===== src/rtl/ws2812_rx_pkg.sv =====
// Shared WS2812 definitions for the receiver (the transmitter uses the same timing set).
// Holds line timing constants, pixel geometry, decoder state encodings and a saturating helper.
// No ports; import with ws2812_rx_pkg::*.
package ws2812_rx_pkg;

    // Transmitter line timing in core clocks at 16 MHz.
    localparam int T_ON    = 13;    // high time of a '1' (low time of a '0')
    localparam int T_OFF   = 7;     // high time of a '0' (low time of a '1')
    localparam int T_RESET = 1020;  // low gap the transmitter emits between frames

    // Receiver defaults. The bit threshold sits midway between the two legal high widths.
    localparam int T_BIT_THRESH_DEF = (T_ON + T_OFF) / 2;  // 10
    localparam int T_GLITCH_DEF     = 2;
    localparam int T_HIGH_MAX_DEF   = 40;
    localparam int T_RESET_MIN_DEF  = 800;

    localparam int BITS_PER_LED = 24;
    localparam int RUN_W        = 10;  // run-length counter width
    localparam int BIT_CNT_W    = 5;   // counts 0..23

    typedef enum logic [1:0] {
        ST_SYNC = 2'd0,  // waiting for a long low run before trusting the line
        ST_LOW  = 2'd1,  // line low, between bits
        ST_HIGH = 2'd2   // measuring a high pulse
    } rx_state_e;

    function automatic logic [7:0] sat_inc8(input logic [7:0] v);
        return (v == 8'hFF) ? v : v + 8'd1;
    endfunction

endpackage


===== src/rtl/ws2812_rx_sync.sv =====
// Brings the asynchronous WS2812 line into clk: 2-flop synchronizer plus a registered edge detector.
// Ports: clk, reset (async active-low), din (raw pin) -> line_o (synchronized level), rise_o, fall_o.
// Latency: line_o follows din by 2 clk; rise_o/fall_o are high in the first cycle line_o shows the new level.
module ws2812_rx_sync (
    input  logic clk,
    input  logic reset,
    input  logic din,
    output logic line_o,
    output logic rise_o,
    output logic fall_o
);

    logic meta_q;
    logic line_q;
    logic prev_q;

    always_ff @(posedge clk or negedge reset) begin
        if (!reset) begin
            meta_q <= 1'b0;
            line_q <= 1'b0;
            prev_q <= 1'b0;
        end else begin
            meta_q <= din;
            line_q <= meta_q;
            prev_q <= line_q;
        end
    end

    // Both operands are flops, so the edge pulses are clean single-cycle strobes.
    assign line_o = line_q;
    assign rise_o = line_q & ~prev_q;
    assign fall_o = ~line_q & prev_q;

endmodule


===== src/rtl/ws2812_rx.sv =====
// WS2812 single-wire receiver: classifies high pulse widths as bits, assembles 24-bit pixels MSB first,
// reports each with a 1-cycle valid, and flags the end-of-frame low gap and line errors.
// Ports: clk, reset (async active-low), din -> rgb_data, led_num, valid, frame_done, frame_leds, err
// (+ dout when WS2812_RX_PASSTHRU_EN is defined: only pixel 0 is decoded, the rest is forwarded on dout).
module ws2812_rx
    import ws2812_rx_pkg::*;
#(
    parameter int T_BIT_THRESH = T_BIT_THRESH_DEF,
    parameter int T_GLITCH     = T_GLITCH_DEF,
    parameter int T_HIGH_MAX   = T_HIGH_MAX_DEF,
    parameter int T_RESET_MIN  = T_RESET_MIN_DEF
) (
    input  logic        clk,
    input  logic        reset,
    input  logic        din,
`ifdef WS2812_RX_PASSTHRU_EN
    output logic        dout,
`endif
    output logic [23:0] rgb_data,
    output logic [7:0]  led_num,
    output logic        valid,
    output logic        frame_done,
    output logic [7:0]  frame_leds,
    output logic        err
);

    logic line;
    logic rise;
    logic fall;

    ws2812_rx_sync u_sync (
        .clk    (clk),
        .reset  (reset),
        .din    (din),
        .line_o (line),
        .rise_o (rise),
        .fall_o (fall)
    );

    rx_state_e            state_q;
    logic [RUN_W-1:0]     run_q;
    logic [BIT_CNT_W-1:0] bit_cnt_q;
    logic [22:0]          shift_q;     // the 24th bit goes straight into rgb_q
    logic [7:0]           pix_cnt_q;
    logic                 bits_seen_q; // any bit counted since the last gap
    logic [23:0]          rgb_q;
    logic [7:0]           led_num_q;
    logic                 valid_q;
    logic                 frame_done_q;
    logic [7:0]           frame_leds_q;
    logic                 err_q;

    // Run-length counter. It restarts at 1 on an edge so that at a falling edge it holds exactly
    // the number of cycles the line was high. It stops at T_RESET_MIN so a long idle line does
    // not wrap and fake a second gap.
    always_ff @(posedge clk or negedge reset) begin
        if (!reset) begin
            run_q <= '0;
        end else if (rise || fall) begin
            run_q <= RUN_W'(1);
        end else if (run_q != RUN_W'(T_RESET_MIN)) begin
            run_q <= run_q + RUN_W'(1);
        end
    end

    logic run_gap;   // this cycle completes a low run of T_RESET_MIN; fires once per run
    logic bit_val;
    logic glitch;
    logic too_long;  // still high after T_HIGH_MAX cycles, so the width exceeds the limit
    logic last_bit;
    logic decode_en;

    assign run_gap  = ~line & ~rise & ~fall & (run_q == RUN_W'(T_RESET_MIN - 1));
    assign bit_val  = (run_q >= RUN_W'(T_BIT_THRESH));
    assign glitch   = (run_q < RUN_W'(T_GLITCH));
    assign too_long = (run_q >= RUN_W'(T_HIGH_MAX));
    assign last_bit = (bit_cnt_q == BIT_CNT_W'(BITS_PER_LED - 1));

`ifdef WS2812_RX_PASSTHRU_EN
    logic fwd_q;
    logic fwd_start;

    // Chip-like: once pixel 0 is captured the rest of the frame belongs downstream.
    assign decode_en = (pix_cnt_q == 8'd0);
    // Forwarding opens on a rising edge seen from LOW, so it never begins part-way through a pulse.
    assign fwd_start = (state_q == ST_LOW) && rise && !decode_en;
    // Combinational so the opening rise is not clipped; dout is the synchronized line, 2 clk behind din.
    assign dout      = line & (fwd_q | fwd_start);
`else
    assign decode_en = 1'b1;
`endif

    always_ff @(posedge clk or negedge reset) begin
        if (!reset) begin
            state_q      <= ST_SYNC;
            bit_cnt_q    <= '0;
            shift_q      <= '0;
            pix_cnt_q    <= '0;
            bits_seen_q  <= 1'b0;
            rgb_q        <= '0;
            led_num_q    <= '0;
            valid_q      <= 1'b0;
            frame_done_q <= 1'b0;
            frame_leds_q <= '0;
            err_q        <= 1'b0;
`ifdef WS2812_RX_PASSTHRU_EN
            fwd_q        <= 1'b0;
`endif
        end else begin
            valid_q      <= 1'b0;
            frame_done_q <= 1'b0;
            err_q        <= 1'b0;
            case (state_q)
                ST_SYNC: begin
                    if (run_gap) begin
                        state_q <= ST_LOW;
                    end
                end
                ST_LOW: begin
                    if (rise) begin
                        state_q <= ST_HIGH;
`ifdef WS2812_RX_PASSTHRU_EN
                        if (fwd_start) begin
                            fwd_q <= 1'b1;
                        end
`endif
                    end else if (run_gap) begin
                        // End of frame: a leftover bit count means the last pixel was cut short.
                        if (bit_cnt_q != '0) begin
                            err_q <= 1'b1;
                        end
                        if (bits_seen_q) begin
                            frame_done_q <= 1'b1;
                            frame_leds_q <= pix_cnt_q;
                        end
                        bit_cnt_q   <= '0;
                        pix_cnt_q   <= '0;
                        bits_seen_q <= 1'b0;
`ifdef WS2812_RX_PASSTHRU_EN
                        fwd_q       <= 1'b0;
`endif
                    end
                end
                ST_HIGH: begin
                    if (fall) begin
                        state_q <= ST_LOW;
                        if (!glitch && decode_en) begin
                            bits_seen_q <= 1'b1;
                            if (last_bit) begin
                                rgb_q     <= {shift_q, bit_val};
                                led_num_q <= pix_cnt_q;
                                valid_q   <= 1'b1;
                                pix_cnt_q <= sat_inc8(pix_cnt_q);
                                bit_cnt_q <= '0;
                            end else begin
                                shift_q   <= {shift_q[21:0], bit_val};
                                bit_cnt_q <= bit_cnt_q + BIT_CNT_W'(1);
                            end
                        end
                    end else if (too_long) begin
                        // Line is stuck high: drop the frame and re-qualify the line from scratch.
                        err_q       <= 1'b1;
                        state_q     <= ST_SYNC;
                        bit_cnt_q   <= '0;
                        pix_cnt_q   <= '0;
                        bits_seen_q <= 1'b0;
`ifdef WS2812_RX_PASSTHRU_EN
                        fwd_q       <= 1'b0;
`endif
                    end
                end
                default: begin
                    state_q <= ST_SYNC;
                end
            endcase
        end
    end

    assign rgb_data   = rgb_q;
    assign led_num    = led_num_q;
    assign valid      = valid_q;
    assign frame_done = frame_done_q;
    assign frame_leds = frame_leds_q;
    assign err        = err_q;

endmodule


===== config.mk =====
export PLATFORM = sky130hd
export DESIGN_NAME = ws2812_rx
export DESIGN_NICKNAME = d
export VERILOG_FILES = /design/src/rtl/ws2812_rx_pkg.sv /design/src/rtl/ws2812_rx_sync.sv /design/src/rtl/ws2812_rx.sv
export SDC_FILE = /design/constraint.sdc
export NUM_CORES = 1
export LEC_CHECK = 0
export CAP_MARGIN = 5
export CORE_MARGIN = 4
export CORE_UTILIZATION = 45
export DETAILED_ROUTE_END_ITERATION = 16
export PLACE_DENSITY = 0.76
export SETUP_SLACK_MARGIN = 0.05
export SYNTH_ARGS = -nofsm -noshare
export SYNTH_HDL_FRONTEND = slang
export SYNTH_SLANG_ARGS = --single-unit

===== constraint.sdc =====
create_clock -name clk -period 2.2 [get_ports clk]
set_input_delay 0.22 -clock clk [delete_from_list [all_inputs] [get_ports clk]]
set_output_delay 0.22 -clock clk [all_outputs]
set_load 0.05 [all_outputs]

==> flow_metrics.env, run 1 <==
export IMPL_status="finished clean"
export IMPL_layout_nets=416
export IMPL_fin_crit_ns=2.18
export IMPL_clkLatencyLatePin_ns=0.37
export IMPL_critical_path_class="reg2reg"
export IMPL_arrival_ns=2.46
export IMPL_cts_sinks=95
export IMPL_synthCells=322
export IMPL_core_area_mm2=0.00885
export IMPL_grt_total_usage_pct=15.2
export IMPL_die_w_um=104
export IMPL_drc_errors=0
export IMPL_grt_max_degree=49
export IMPL_synth_distinct_cells=52
export IMPL_cp_required_ns=2.49
export IMPL_hp_class="in2reg"
export IMPL_synth_edf_count=0
export IMPL_syn_nets=339
export IMPL_synth_top_flop_cell="dfrtp_1"
export IMPL_power_leakage_nw=2.57
export IMPL_ant_nets=0
export IMPL_synthArstFlopShare_pct=100
export IMPL_synth_common_cells="dfrtp_1 (95), mux2_2 (32), mux2_1 (30), nand2_1 (23), o21ai_0 (15)"
export IMPL_vias_per_cell=5.34
export IMPL_cts_path_max_buffers=2
export IMPL_r2r_slack_ns=0.02
export IMPL_cts_made_buffers=9
export IMPL_max_slew_worst_pin_slew_ns=0.620
export IMPL_cpPeakStageDelay_ns=0.59
export IMPL_clock_skew_ns=0.0122
export IMPL_timing_slew_headroom_pct=58.7
export IMPL_maxSlewViolCount=0
export IMPL_critPathLaunchType="flip-flop"
export IMPL_num_rows=34
export IMPL_period_share_pct=99.0
export IMPL_yosys_area_top_type="dfrtp_1"
export IMPL_clkSlewWorstSetupHoldPaths_ns=0.09
export IMPL_synth_seq_area_share_pct=57.3
export IMPL_route_detailed_wl_per_inst_um=15.7
export IMPL_root_buffer="clkbuf_8"
export IMPL_grt_pass1_vias=2773
export IMPL_ys_top_cells_by_area="dfrtp_1 (57%), mux2_2 (8.7%), mux2_1 (8.1%), ha_1 (4.2%), nand2_1 (2.1%)"
export IMPL_syn_area_mm2=0.00415
export IMPL_grt_antenna_before_repair=0
export IMPL_wl_um=8040
export IMPL_synth_most_common_cell="dfrtp_1"
export IMPL_synth_warnings=0
export IMPL_path_delay_family="simple AND/OR/NAND/NOR gates"
export IMPL_fin_hold_ws_ns=0.295
export IMPL_die_area_mm2=0.0108
export IMPL_max_freq_mhz=459
export IMPL_vias=2732
export IMPL_clock_tree_htree_level_count=3
export IMPL_drt_pass1_iter_count=4
export IMPL_syn_to_final_growth_pct=27.3
export IMPL_ys_ff_latch=95
export IMPL_drt_initial_drc_count=85
export IMPL_gr_total_overflow=0
export IMPL_synth_top_area_share_pct=57.3
export IMPL_drive_above_1_share_pct=25.7
export IMPL_syn_avg_cell_area_um2=12.9
export IMPL_crit_chain="buf_6, and4bb_2, nand4_2, a221o_1, or4b_4, o31ai_4"
export IMPL_cts_tree="built"
export IMPL_cap_violations=0
export IMPL_diodes=0
export IMPL_place_hpwl_um=5260
export IMPL_gp_congestion=0.862
export IMPL_grt_setup_unrepaired="yes"
export IMPL_critical_path_endpoint_type="flip-flop"
export IMPL_finalPower_mw=3.10
export IMPL_irDropWorstVdd_mv=0.442
export IMPL_start_util_pct=46.9
export IMPL_critPathMaxFanout=3
export IMPL_io_pins=46
export IMPL_die_h_um=104
export IMPL_setup_viol=0
export IMPL_nFillCells=710
export IMPL_hold_viol=0
export IMPL_tns_ns=0
export IMPL_p_per_area_mw_per_mm2=588
export IMPL_port_buffer_count=45
export IMPL_crit_buf_inv=1
export IMPL_grt_pass1_wl_um=13400
export IMPL_slowest_stage="or4b_4"
-- routing by layer --
metal | vias up | track usage [%] | wire length, µm
met5 | - | 0 | 0
met4 | 0 | 5.41 | 141
met3 | 12 | 4.47 | 305
met2 | 53 | 24.7 | 4080
met1 | 1380 | 19.4 | 3510
li1 | 1287 | - | -
-- registers in the layout, summed over array words and instances, names as in the netlist --
signal         count
rgb_data          24
shift_q           23
run_q             10
frame_leds         8
led_num            8
pix_cnt_q          8
bit_cnt_q          5
state_q            2
bits_seen_q        1
err                1
frame_done         1
u_sync.line_o      1
u_sync.meta_q      1
u_sync.prev_q      1
valid              1
-- metrics by stage --
stage / area, µm² / std cells / utilization, % / worst slack (ns)
6_report: 5280 / 512 / 59.7 / 0.0229
3_5_place_dp: 4880 / 486 / 55.2 / -0.0206
4_1_cts: 5130 / 506 / 58.0 / 0.0411
2_1_floorplan: 4150 / 322 / - / 0.0416
3_3_place_gp: 4880 / 486 / 55.2 / 0.0407
5_1_grt: 5280 / 512 / 59.7 / -0.0493
-- cell usage in the layout, fill, tap and decap left out, drive strengths merged, types with 2 or more instances in the layout --
master,count
a211oi,2
a21oi,4
and2,3
and3,3
and4,3
buf,32
clkbuf,12
clkdlybuf4s50,44
dfrtp,95
ha,14
inv,15
mux2,62
mux2i,3
nand2,23
nand2b,5
nand3,10
nand3b,2
nand4,4
nor2,12
nor2b,2
nor3,2
nor3b,2
o21ai,16
o31ai,3
or4,2
xnor2,4
xor2,4
-- timing repair --
action                                  4_1_cts  5_1_grt
hold endpoints to repair                     46        0
cloned                                        0        1
pin swaps                                     2        6
gates resized for setup                       6       18
buffers inserted                              3        5
hold buffers                                  1        0
endpoints found under the setup margin        4       58
-- layout make-up --
cell class	instances	area [µm²]	area share, %
sequential	95	2380	45.1
multi-input combinational	203	1770	33.5
timing repair buffer	78	757	14.3
tap	108	135	2.56
clock buffer	11	131	2.49
clock inverter	5	63.8	1.21
inverter	12	45.0	0.853
-- power breakdown --
part           leakage (nW)  internal [mW]  switching [mW]
sequential             1.31           1.76          0.0203
combinational          1.16         0.0772          0.0998
clock                0.0949          0.539           0.608
total                  2.57           2.38           0.728
-- worst paths after layout --
kind | from | end | cells past startpoint
worst max-delay path | run_q[7]$_DFFE_PN0P_ | pix_cnt_q[7]$_DFFE_PN0P_ | 6
worst min-delay path | din | u_sync.meta_q$_DFF_PN0_ | 1
worst max register to register | run_q[7]$_DFFE_PN0P_ | pix_cnt_q[7]$_DFFE_PN0P_ | 6
min in group asynchronous | reset | frame_leds[7]$_DFFE_PN0P_ | 2
max in group asynchronous | reset | run_q[1]$_DFFE_PN0P_ | 3
worst min register to register | u_sync.meta_q$_DFF_PN0_ | u_sync.line_o$_DFF_PN0_ | 0
-- cell families after synthesis --
logic type / count (synthesis) / share of synthesized area (%)
XOR/XNOR: 8 / 1.69
buffers and inverters: 24 / 2.62
AO/OA/AOI/OAI: 35 / 5.58
flip-flops: 95 / 57.3
AND/OR/NAND/NOR: 81 / 11.0
adder cells (fa/ha/maj): 14 / 4.22
multiplexers: 65 / 17.6
(Power assumes the default switching activity.)
==> inputs of run 2 (changes only) <==
Settings changed: SLEW_MARGIN set to 25.
Clock period 2.2 ns to 1.9 ns, I/O delays scaled along.
==> flow_metrics.env, run 2 (synthesis results as in run 1) <==
export IMPL_clkLatencyLatePin_ns=0.36
export IMPL_die_w_um=104
export IMPL_place_hpwl_um=5750
export IMPL_die_h_um=104
export IMPL_cts_made_buffers=9
export IMPL_maxSlewViolCount=0
export IMPL_io_pins=46
export IMPL_ant_nets=0
export IMPL_vias=2959
export IMPL_die_area_mm2=0.0108
export IMPL_status="finished with violations"
export IMPL_drt_initial_drc_count=151
export IMPL_layout_common_cells="dfrtp_1 (93), buf_4 (59), clkdlybuf4s50_1 (44)"
export IMPL_rr_worst_depth=6
export IMPL_irDropWorstVdd_mv=0.383
export IMPL_grt_total_usage_pct=18.2
export IMPL_cts_sinks=95
export IMPL_clock_tree_htree_level_count=3
export IMPL_grt_max_degree=53
export IMPL_hold_viol=0
export IMPL_crit_chain="ha_2, and4_4, nand4_4, a221o_1, or4b_4, o31ai_2"
export IMPL_port_buffer_count=45
export IMPL_vias_per_cell=5.26
export IMPL_cap_violations=0
export IMPL_wl_um=9610
export IMPL_regArea_mm2=0.00238
export IMPL_max_freq_mhz=474
export IMPL_multiInputGateArea_mm2=0.00200
export IMPL_p_per_area_mw_per_mm2=616
export IMPL_period_share_pct=111
export IMPL_num_rows=34
export IMPL_grt_antenna_before_repair=0
export IMPL_finalPower_mw=3.70
export IMPL_cts_tree="built"
export IMPL_route_detailed_wl_per_inst_um=17.1
export IMPL_postLayoutCellArea_mm2=0.00601
export IMPL_critical_path_class="reg2reg"
export IMPL_core_area_mm2=0.00885
export IMPL_cpPeakStageDelay_ns=0.52
export IMPL_start_util_pct=46.9
export IMPL_cp_required_ns=2.18
export IMPL_drt_pass1_iter_count=4
export IMPL_largest_reg_flops=24
export IMPL_root_buffer="clkbuf_8"
export IMPL_gp_congestion=0.818
export IMPL_worst_slack_ns=-0.209
export IMPL_drive_above_1_share_pct=44.2
export IMPL_grt_util_met3_pct=2.73
export IMPL_drc_errors=0
export IMPL_arrival_ns=2.39
export IMPL_postPlaceCellArea_mm2=0.00520
export IMPL_met2_usage_pct=31.5
export IMPL_final_common_cell="dfrtp_1"
export IMPL_syn_to_final_growth_pct=44.9
export IMPL_clkSlewWorstSetupHoldPaths_ns=0.10
export IMPL_nFillCells=616
export IMPL_violations="negative setup slack"
export IMPL_slowest_stage="or4b_4"
export IMPL_critPathMaxFanout=4
export IMPL_grt_pass1_wl_um=16000
export IMPL_gr_total_overflow=0
export IMPL_diodes=0
export IMPL_busiest_layer="met2"
export IMPL_max_slew_worst_pin_slew_ns=0.517
export IMPL_layout_nets=467
export IMPL_grtUsageMet1_pct=23.9
export IMPL_grt_pass1_vias=3125
export IMPL_critical_path_endpoint_type="flip-flop"
export IMPL_cts_path_max_buffers=2
export IMPL_hp_class="in2async"
export IMPL_critPathLaunchType="flip-flop"
export IMPL_clock_skew_ns=0.00885
export IMPL_grt_setup_unrepaired="yes"
export IMPL_power_leakage_nw=2.97
export IMPL_fin_crit_ns=2.11
export IMPL_setup_viol=63
export IMPL_timing_slew_headroom_pct=65.4
## run 2: cell count changes in the layout (fill, tap and decap cells not counted), sizes merged
cell and change:
clkbuf -2, buf +51, clkinv +2
## run 2: layer usage
metal,vias up,wire length (µm)
met4,0,140
met2,56,4900
met1,1496,4280
li1,1396,-
met3,11,295
met5,-,0
## run 2: metrics by stage
step                TNS, ns  hold slack (ns)  utilization (%)  setup slack, ns  std cells
floorplan             -7.50           -0.106                -           -0.192        322
global placement      -8.56           0.0466             58.8           -0.187        522
detailed placement   -10.58           0.0510             58.8           -0.285        522
CTS                   -5.45            0.189             66.9           -0.199        559
global route          -9.68            0.220             67.9           -0.291        563
finish                -5.61            0.216             67.9           -0.209        563
## run 2: power breakdown
group          total, mW  internal [mW]  switching [mW]  leakage [nW]
clock               1.37          0.627           0.747         0.102
sequential          2.05           2.04          0.0168          1.31
combinational      0.272          0.134           0.137          1.56
## run 2: final timing paths
check / startpoint / endpoint / slack [ns]
max: run_q[1]$_DFFE_PN0P_ / pix_cnt_q[5]$_DFFE_PN0P_ / -0.21
min: reset / shift_q[8]$_DFFE_PN0P_ / 0.22
max reg2reg: run_q[1]$_DFFE_PN0P_ / pix_cnt_q[5]$_DFFE_PN0P_ / -0.21
min reg2reg: u_sync.meta_q$_DFF_PN0_ / u_sync.line_o$_DFF_PN0_ / 0.37
max in group asynchronous: reset / state_q[0]$_DFFE_PN0P_ / 1.01
min in group clk: din / u_sync.meta_q$_DFF_PN0_ / 0.27
## run 2: cell type report
class                      count  area share, %
sequential                    95           39.6
multi-input combinational    203           33.2
timing repair buffer         129           20.8
tap                          108           2.25
clock buffer                   9           2.06
clock inverter                 7           1.33
inverter                      12          0.749
## run 2: critical path: cells and delay by family (launching register included)
kind,cells,cell delay (ns)
and+or+nand+nor,3,0.84
AOI/OAI and AO/OA,2,0.54
DFF,1,0.43
adders and majority gates,1,0.21
## run 2: timing repair
item,in CTS,in global routing
pin swaps,11,10
endpoints found under the hold margin,64,0
hold buffers,1,0
gates cloned,5,1
gates resized for setup,66,38
buffers inserted,16,11
setup endpoints to repair,71,81
